[config.mk]
export PLATFORM = sky130hd
export DESIGN_NAME = hilo_muldiv
export DESIGN_NICKNAME = d
export VERILOG_FILES = /design/src/rtl/hilo_muldiv.sv
export SDC_FILE = /design/constraint.sdc
export NUM_CORES = 1
export LEC_CHECK = 0
export ABC_AREA = 1
export CORE_ASPECT_RATIO = 1.5
export CORE_UTILIZATION = 55
export DETAILED_ROUTE_END_ITERATION = 6
export GPL_ROUTABILITY_DRIVEN = 0
export PLACE_DENSITY_LB_ADDON = 0.2
export SYNTH_ARGS = -nofsm -noshare
export SYNTH_HDL_FRONTEND = slang
export SYNTH_SLANG_ARGS = --single-unit
[constraint.sdc]
create_clock -name clk -period 5.15 [get_ports clk]
set_input_delay 1.03 -clock clk [delete_from_list [all_inputs] [get_ports clk]]
set_output_delay 1.03 -clock clk [all_outputs]
set_load 0.01 [all_outputs]
[src/rtl/hilo_muldiv.sv]
`default_nettype none
// ============================================================================
// Module      : hilo_muldiv
// Description : Iterative HI/LO multiply/divide unit. Shift-add multiply and
//               restoring divide, one bit per cycle, WIDTH cycles per op.
//               Results land in registered HI/LO on the edge entering DONE.
//               Optional macro MULDIV_SIGNED_EN enables signed MULT/DIV
//               (op[1]=1); without it op[1] is ignored and all ops are
//               unsigned.
// Ports       : clk, rst_n (async, active-low)
//               start/op/a/b : launch an operation (sampled when ready)
//               cancel       : abort a running operation
//               hi_we/lo_we/wdata : direct HI/LO writes while idle
//               ready/busy/done   : one-hot status (IDLE/CALC/DONE)
//               hi/lo/div_by_zero : registered results
// Revision    : 1.0 - initial release
// ============================================================================
module hilo_muldiv #(
    parameter int WIDTH = 32
) (
    input  logic             clk,
    input  logic             rst_n,
    input  logic             start,
    input  logic [1:0]       op,
    input  logic [WIDTH-1:0] a,
    input  logic [WIDTH-1:0] b,
    input  logic             cancel,
    input  logic             hi_we,
    input  logic             lo_we,
    input  logic [WIDTH-1:0] wdata,
    output logic             ready,
    output logic             busy,
    output logic             done,
    output logic [WIDTH-1:0] hi,
    output logic [WIDTH-1:0] lo,
    output logic             div_by_zero
);

    localparam int C_CNT_W = $clog2(WIDTH + 1);

    typedef enum logic [1:0] {
        S_IDLE = 2'd0,
        S_CALC = 2'd1,
        S_DONE = 2'd2
    } state_t;

    state_t               r_state;
    logic [C_CNT_W-1:0]   r_cnt;
    logic                 r_is_div;
    logic                 r_dz;         // b==0 seen at start of a divide
    logic [WIDTH-1:0]     r_m;          // multiplicand (mul) or divisor (div)
    logic [2*WIDTH-1:0]   r_acc;        // {upper, lower} working register
    logic [WIDTH-1:0]     r_hi;
    logic [WIDTH-1:0]     r_lo;
    logic                 r_dz_out;

    logic [WIDTH-1:0]     w_a_mag;
    logic [WIDTH-1:0]     w_b_mag;
    logic [WIDTH:0]       w_mul_sum;
    logic [2*WIDTH-1:0]   w_mul_next;
    logic [WIDTH:0]       w_rem_sh;
    logic                 w_ge;
    logic [WIDTH-1:0]     w_rem_sub;
    logic [WIDTH-1:0]     w_rem_new;
    logic [2*WIDTH-1:0]   w_div_next;
    logic [2*WIDTH-1:0]   w_iter;
    logic [WIDTH-1:0]     w_res_hi;
    logic [WIDTH-1:0]     w_res_lo;

`ifdef MULDIV_SIGNED_EN
    logic                 r_neg_q;      // negate product / quotient
    logic                 r_neg_r;      // negate remainder (dividend sign)
    logic                 w_signed;
    logic [2*WIDTH-1:0]   w_prod_fix;

    assign w_signed = op[1];
    // Signed ops run on magnitudes; the sign is reapplied when entering DONE.
    assign w_a_mag  = (w_signed && a[WIDTH-1]) ? -a : a;
    assign w_b_mag  = (w_signed && b[WIDTH-1]) ? -b : b;
`else
    logic                 w_unused_op1;

    assign w_unused_op1 = op[1];
    assign w_a_mag      = a;
    assign w_b_mag      = b;
`endif

    // Shift-add multiply: conditionally add the multiplicand into the upper
    // half, then shift the whole register right, carry included.
    assign w_mul_sum  = {1'b0, r_acc[2*WIDTH-1:WIDTH]} + (r_acc[0] ? {1'b0, r_m} : '0);
    assign w_mul_next = {w_mul_sum, r_acc[WIDTH-1:1]};

    // Restoring divide: shift the next dividend bit into the remainder and
    // subtract the divisor when it fits. The shifted remainder needs one
    // extra bit, but the difference always fits back into WIDTH bits.
    assign w_rem_sh   = r_acc[2*WIDTH-1:WIDTH-1];
    assign w_ge       = (w_rem_sh >= {1'b0, r_m});
    assign w_rem_sub  = w_rem_sh[WIDTH-1:0] - r_m;
    assign w_rem_new  = w_ge ? w_rem_sub : w_rem_sh[WIDTH-1:0];
    assign w_div_next = {w_rem_new, r_acc[WIDTH-2:0], w_ge};

    assign w_iter     = r_is_div ? w_div_next : w_mul_next;

    // Final result from the last iteration, with sign fix-up where enabled.
    always_comb begin
        w_res_hi = w_iter[2*WIDTH-1:WIDTH];
        w_res_lo = w_iter[WIDTH-1:0];
`ifdef MULDIV_SIGNED_EN
        w_prod_fix = r_neg_q ? -w_iter : w_iter;
        if (r_is_div) begin
            w_res_lo = r_neg_q ? -w_iter[WIDTH-1:0] : w_iter[WIDTH-1:0];
            w_res_hi = r_neg_r ? -w_iter[2*WIDTH-1:WIDTH] : w_iter[2*WIDTH-1:WIDTH];
        end else begin
            w_res_hi = w_prod_fix[2*WIDTH-1:WIDTH];
            w_res_lo = w_prod_fix[WIDTH-1:0];
        end
`endif
        // Divide by zero: the remainder already equals the dividend (its
        // sign restored above), only the quotient is forced to all ones.
        if (r_is_div && r_dz) begin
            w_res_lo = '1;
        end
    end

    always_ff @(posedge clk or negedge rst_n) begin
        if (!rst_n) begin
            r_state  <= S_IDLE;
            r_cnt    <= '0;
            r_is_div <= 1'b0;
            r_dz     <= 1'b0;
            r_m      <= '0;
            r_acc    <= '0;
            r_hi     <= '0;
            r_lo     <= '0;
            r_dz_out <= 1'b0;
`ifdef MULDIV_SIGNED_EN
            r_neg_q  <= 1'b0;
            r_neg_r  <= 1'b0;
`endif
        end else begin
            case (r_state)
                S_IDLE: begin
                    if (hi_we) r_hi <= wdata;
                    if (lo_we) r_lo <= wdata;
                    if (start) begin
                        r_state  <= S_CALC;
                        r_cnt    <= C_CNT_W'(WIDTH);
                        r_is_div <= op[0];
                        r_dz     <= op[0] && (b == '0);
                        r_m      <= op[0] ? w_b_mag : w_a_mag;
                        r_acc    <= {{WIDTH{1'b0}}, (op[0] ? w_a_mag : w_b_mag)};
`ifdef MULDIV_SIGNED_EN
                        r_neg_q  <= w_signed && (a[WIDTH-1] ^ b[WIDTH-1]);
                        r_neg_r  <= w_signed && a[WIDTH-1];
`endif
                    end
                end
                S_CALC: begin
                    if (cancel) begin
                        r_state <= S_IDLE;
                    end else begin
                        r_acc <= w_iter;
                        r_cnt <= r_cnt - 1'b1;
                        if (r_cnt == C_CNT_W'(1)) begin
                            r_state  <= S_DONE;
                            r_hi     <= w_res_hi;
                            r_lo     <= w_res_lo;
                            r_dz_out <= r_dz;
                        end
                    end
                end
                S_DONE: begin
                    r_state <= S_IDLE;
                end
                default: begin
                    r_state <= S_IDLE;
                end
            endcase
        end
    end

    assign ready       = (r_state == S_IDLE);
    assign busy        = (r_state == S_CALC);
    assign done        = (r_state == S_DONE);
    assign hi          = r_hi;
    assign lo          = r_lo;
    assign div_by_zero = r_dz_out;

endmodule
`default_nettype wire
==> impl_metrics.ini, run 1 <==
[status]
status = completed

[critical_path]
cp_max_fo = 33
cp.required_ns = 5.51
arrival_ns = 3.73
path_class = reg -> reg
ff2ff_setup_slack_ns = 1.78
r2r_cells = 14
cp-start-kind = register
r2r-start = r_acc[0]$_DFFE_PN0P_
setup.worst_path.end_class = register
worstReg2RegEnd = r_acc[50]$_DFFE_PN0P_

[drt]
drtIter0Drc = 1356
final_antenna_net_count = 0
wl_um = 48500
drc = 0
wl_per_cell_um = 18.8
vias_per_cell = 5.95
dr.pass1.iters = 6
num_vias = 15400

[job]
cap_violations = 0

[placed_design]
portBuffers = 170
dp_hpwl_um = 36100
placed_area_um2 = 15500

[power]
p_leak_uw = 0.00807
power_frac_comb_pct = 62.9
p_sw_uw = 5280
power.density_nw_per_um2 = 637
irDropWorstVdd_mv = 0.453
report.power.total_uw = 10300
switching_share_pct = 51.3
p_int_uw = 5010
power_frac_clock_pct = 13.4
power_frac_seq_pct = 23.6

[hold_path]
hold_start = hi[27]$_DFFE_PN0P_
hold_class = reg -> reg
hold_end = hi[27]$_DFFE_PN0P_
hold_depth = 2

[final_layout]
nets = 2420
syn_to_final_growth_pct = 18.0
final_area_um2 = 16200
insertedDiodeCount = 0
drive_above_1_share_pct = 3.80

[clock_tree]
htreeDepth = 4
clock_tree.buffer_depth = 2
cts_setup_buffers = 0
post_cts_resized = 0
cts_inserted_buffers = 17
postCtsHoldBufs = 0
clk_latency_ns = 0.44
cts_root_buf = clkbuf_16
cts.sinks = 171
tritoncts = yes
clkTransAtPathRegs_ns = 0.07

[die]
rows = 70
num_io_pins = 172
core_um2 = 24400
fp.dieW_um = 131
die_h_um = 195
start_util_pct = 56.0
die-area_um2 = 25500

[global_routing]
grt_remaining_overflow = 0
gr-usage-met3_pct = 6.22
grt_max_degree = 98
grt_busiest_layer = met2
grt_pass1_vias = 14500
grtUsageTotal_pct = 39.3
grtUsageMet2_pct = 63.3
grt_pass1_wl_um = 76300
antenna_found_initial = 0
use_met1_pct = 50.2

[logic_synthesis]
ys_ff_latch = 171
syn_avg_cell_area_um2 = 6.41
synth.area.top_cells = dfrtp_1, nand2_1, inv_1, a21oi_1, ha_1
synth.largest_area_cell = dfrtp_1
syn_inst = 2136
synth_warnings = 0
async_reset_ff_share_pct = 100
synth_ff_type = dfrtp_1
seq_area_frac_synth_pct = 31.3
synth_area_um2 = 13700
synth.distinct_cells = 43
synth_top_area_share_pct = 31.3
synth_edf_count = 0
synthesis.nets = 2308

[sta]
hold_slack_ns = 0.531
slew_headroom_pct = 25.4
finalCriticalPeriod_ns = 3.37
setup_viol = 0
final_max_slew_viol_count = 0
timing.final.crit_share_pct = 65.5
hold_viol = 0
fmax_mhz = 296
rsz0062_at_grt = no
finalClockSkew_ns = 0.00958
tns_ns = 0
worst_pin_slew_ns = 1.11
[power groups by stage]
stage	clock, uW	sequential, uW	combinational, uW
after floorplan	0	2390	4180
after global placement	0	2410	6130
after detailed placement	0	2420	6240
after CTS	1400	2410	6290
after global routing	1440	2490	7090
final	1380	2430	6480
[cell type report]
type | count | area (um^2)
Inverter | 318 | 1190
Tap cell | 324 | 405
Clock inverter | 14 | 178
Fill cell | 2176 | 8280
Sequential cell | 171 | 4280
Multi-Input combinational cell | 1558 | 7860
Clock buffer | 18 | 439
Timing Repair Buffer | 182 | 1800
[layer usage]
| layer | vias up | wire length [um] |
|---|---|---|
| met1 | 7089 | 18200 |
| li1 | 7199 | - |
| met4 | 0 | 2630 |
| met2 | 910 | 23100 |
| met5 | - | 0 |
| met3 | 188 | 4580 |
[flip-flops by register name (all words and copies together), names as in the netlist]
signal       cells
div_by_zero      1
hi              32
lo              32
r_acc           64
r_cnt            6
r_dz             1
r_is_div         1
r_m             32
r_state          2
[Yosys cell counts, types with 4 or more instances]
cell type	n
nand4_1	29
xor2_1	9
and2_1	12
dfrtp_1	171
nand3b_1	8
nand3_1	135
nand2_1	549
buf_2	16
clkbuf_1	68
nand2_2	9
o211ai_1	33
a31oi_1	63
o21bai_1	4
ha_1	66
nor2_1	197
o21ai_0	140
a21oi_1	216
o21ai_1	19
xnor2_1	12
nor3_1	15
inv_2	6
nor4_1	9
inv_1	311
nor2_2	9
[worst max-delay path, cell delays in order (launching register included)]
cell     delay (ns)
dfrtp_1        0.38
buf_4          0.27
nand2_1        0.12
inv_1          0.04
ha_1           0.35
nand2_1        0.11
nor2_1         0.15
inv_1          0.09
nor3_1         0.51
nand4_1        0.42
nand4_1        0.22
nand3_1        0.18
nand3_1        0.18
nand2_1        0.09
o21ai_0        0.17
[metrics by stage]
step	instances	worst slack [ns]	util [%]
finish	2585	1.78	66.1
global route	2585	1.61	66.1
CTS	2585	1.83	66.1
detailed placement	2553	1.41	63.6
global placement	2553	1.44	63.6
floorplan	2136	2.64	-
[layout by cell type (no fill, tap or decap), drive strengths merged, types with 33 or more instances in the layout]
cell and count:
a31oi 63, nand2 560, clkdlybuf4s50 168, nor2 208
o211ai 33, nand3 136, o21ai 159, ha 66
inv 325, dfrtp 171, a21oi 219
[how the worst max path moves through the flow]
stage	from	endpoint	slack [ns]	depth (start not counted)
after CTS	cancel	hi[30]$_DFFE_PN0P_	1.83	9
after detailed placement	cancel	hi[8]$_DFFE_PN0P_	1.41	9
after global routing	cancel	hi[4]$_DFFE_PN0P_	1.61	9
after floorplan	r_acc[0]$_DFFE_PN0P_	hi[27]$_DFFE_PN0P_	2.64	20
final	r_acc[0]$_DFFE_PN0P_	r_acc[50]$_DFFE_PN0P_	1.78	14
after global placement	cancel	hi[5]$_DFFE_PN0P_	1.44	8
[cells by family (layout without fill, tap and decap cells)]
family | Yosys count | in the layout | synth area share [%]
buffers and inverters | 407 | 532 | 11.5
xor gates and xnor gates | 21 | 21 | 1.34
DFF | 171 | 171 | 31.3
and+or+nand+nor | 982 | 982 | 30.3
adders and majority gates | 68 | 68 | 6.32
AOI/OAI and AO/OA | 487 | 487 | 19.3
Power figures use the tool's default switching activity.
==> run 2, diff against run 1 <==
--- a/config.mk
+++ b/config.mk
@@ -7,7 +7,7 @@
 export LEC_CHECK = 0
 export ABC_AREA = 1
 export CORE_ASPECT_RATIO = 1.5
-export CORE_UTILIZATION = 55
+export CORE_UTILIZATION = 52
 export DETAILED_ROUTE_END_ITERATION = 6
 export GPL_ROUTABILITY_DRIVEN = 0
 export PLACE_DENSITY_LB_ADDON = 0.2
==> constraint.sdc (replaced) <==
create_clock -name clk -period 3 [get_ports clk]
set_input_delay 0.6 -clock clk [delete_from_list [all_inputs] [get_ports clk]]
set_output_delay 0.6 -clock clk [all_outputs]
set_load 0.01 [all_outputs]
==> run 2 against run 1 <==
Against the previous run:
- core utilization fell by 2.5 points
- via count is 0.43% lower
- final cell count grew 1.5%
- global-route usage decreased by 2.4 points
- sequential share of layout area is 0.45 points lower
- non-clock buffer count grew 29
- clock skew is 0.0011 ns higher
- cell area up 1.7%
- combinational power increased by 77%
- sequential power grew 70%
- highest routed layer unchanged
- count of clock-buffer cells in the layout rose by 5
==> impl_metrics.ini, run 2 (same netlist as run 1, synthesis figures left out) <==
[status]
status = completed

[final_layout]
insertedDiodeCount = 0
syn_to_final_growth_pct = 20.0
layout_commonest_cell = nand2_1
layout_common_cells = nand2_1, inv_1, a21oi_1, nor2_1, dfrtp_1
drive_above_1_share_pct = 5.07
final_cells = 2623
largest_register = r_acc
largest_register_ffs = 64
nets = 2449

[drt]
wl_per_cell_um = 18.7
wl_um = 49000
num_vias = 15300
final_antenna_net_count = 0
drc = 0
vias_per_cell = 5.84
dr.pass1.iters = 5
drtIter0Drc = 1343

[power]
p_leak_uw = 0.00820
irDropWorstVdd_mv = 0.570
report.power.total_uw = 17900
power.density_nw_per_um2 = 1090

[die]
fp.dieW_um = 134
rows = 72
core_um2 = 25900
start_util_pct = 53.0
num_io_pins = 172
die-area_um2 = 27000
die_h_um = 201

[sta]
finalCriticalPeriod_ns = 2.79
finalClockSkew_ns = 0.0107
fmax_mhz = 358
rsz0062_at_grt = no
tns_ns = 0
hold_viol = 0
worst_pin_slew_ns = 0.950
timing.final.crit_share_pct = 93.1
final_max_slew_viol_count = 0
setup_viol = 0
slew_headroom_pct = 36.6

[clock_tree]
cts.sinks = 171
tritoncts = yes
postCtsHoldBufs = 0
clkTransAtPathRegs_ns = 0.07
clock_tree.buffer_depth = 2
cts_inserted_buffers = 17
htreeDepth = 4
cts_root_buf = clkbuf_16
clk_latency_ns = 0.44

[critical_path]
ff2ff_setup_slack_ns = 0.21
cp.required_ns = 3.36
arrival_ns = 3.16
setup.worst_path.end_class = register
cp-start-kind = register
r2r-start = r_acc[0]$_DFFE_PN0P_
cpMostUsedCell = nand2_1
cp_slowest_cell = ha_1
path_class = reg -> reg
cp_max_fo = 33
path_cells = buf_8 -> nand2_1 -> inv_1 -> ha_1 -> nand2_1 -> nor2_1 -> inv_1 -> nor2_1 -> nand4_1 -> nand4_1 -> nand3_1 -> nand3_1 -> nand2_1 -> o21ai_1
worstReg2RegEnd = r_acc[52]$_DFFE_PN0P_
crit_path_max_incr_delay_ns = 0.41
r2r_cells = 14

[global_routing]
grtUsageTotal_pct = 36.9
grt_pass1_wl_um = 76700
grt_max_degree = 80
grt_pass1_vias = 14500
gr-usage-met3_pct = 5.58
grt_busiest_layer = met2
use_met1_pct = 45.7
grtUsageMet2_pct = 60.7
grt_remaining_overflow = 0
antenna_found_initial = 0

[hold_path]
hold_class = in -> async

[job]
cap_violations = 0

[placed_design]
dp_hpwl_um = 37900
portBuffers = 170
dp.cells = 2589
==> run 2: cell count changes in the layout (fill, tap and decap cells not counted), sizes merged <==
cell / change
clkbuf: +5
bufinv: -1
buf: +29
inv: -6
clkinv: -1
clkinvlp: +3
==> run 2: per-stage QoR <==
step / instance area [um^2] / setup WS, ns / utilization, % / hold WS [ns]
after floorplan: 13700 / 0.493 / - / 0.304
after global placement: 15800 / 0.222 / 61.1 / 0.513
after detailed placement: 15800 / 0.180 / 61.1 / 0.521
after CTS: 16400 / 0.174 / 63.4 / 0.136
after global routing: 16400 / 0.00339 / 63.6 / 0.162
final: 16400 / 0.206 / 63.6 / 0.123
==> run 2: critical path: cells and delay by family (launching register included) <==
kind                     cells  cell delay [ns]
AND/OR/NAND/NOR              9             1.45
adder cells (fa/ha/maj)      1             0.41
buffers and inverters        3             0.30
AO/OA/AOI/OAI                1             0.15
flip-flops                   1             0.40
==> run 2: worst max-delay path by stage <==
stage | start | end | slack, ns
2_1_floorplan | r_acc[0]$_DFFE_PN0P_ | hi[27]$_DFFE_PN0P_ | 0.49
3_3_place_gp | r_acc[0]$_DFFE_PN0P_ | hi[27]$_DFFE_PN0P_ | 0.22
3_5_place_dp | r_acc[0]$_DFFE_PN0P_ | hi[20]$_DFFE_PN0P_ | 0.18
4_1_cts | r_acc[0]$_DFFE_PN0P_ | r_acc[52]$_DFFE_PN0P_ | 0.17
5_1_grt | r_acc[0]$_DFFE_PN0P_ | r_acc[54]$_DFFE_PN0P_ | 0.003
6_report | r_acc[0]$_DFFE_PN0P_ | r_acc[52]$_DFFE_PN0P_ | 0.21
==> run 2: timing repair <==
| action | in CTS | in global routing |
|---|---|---|
| gates resized for setup | 0 | 8 |
| hold endpoints to repair | 0 | 0 |
| setup endpoints to repair | 0 | 36 |
| setup buffers | 0 | 2 |
==> run 2: report_power, final <==
group	leakage [uW]	switching, uW	internal, uW
combinational	0.00591	7280	4220
sequential	0.00202	817	3320
clock	0.000274	948	1280
==> run 2: final cells by class <==
cell class / instances / area (um^2)
Multi-Input combinational cell: 1558 / 7870
Inverter: 318 / 1190
Clock inverter: 9 / 114
Sequential cell: 171 / 4280
Tap cell: 333 / 417
Fill cell: 2305 / 9420
Clock buffer: 23 / 468
Timing Repair Buffer: 211 / 2090
==> run 2: layer usage <==
metal  share of wire, %  up-vias
li1                   -     7250
met1                 38     7118
met3                8.1      181
met5                  0        -
met4                5.8        0
met2                 48      771
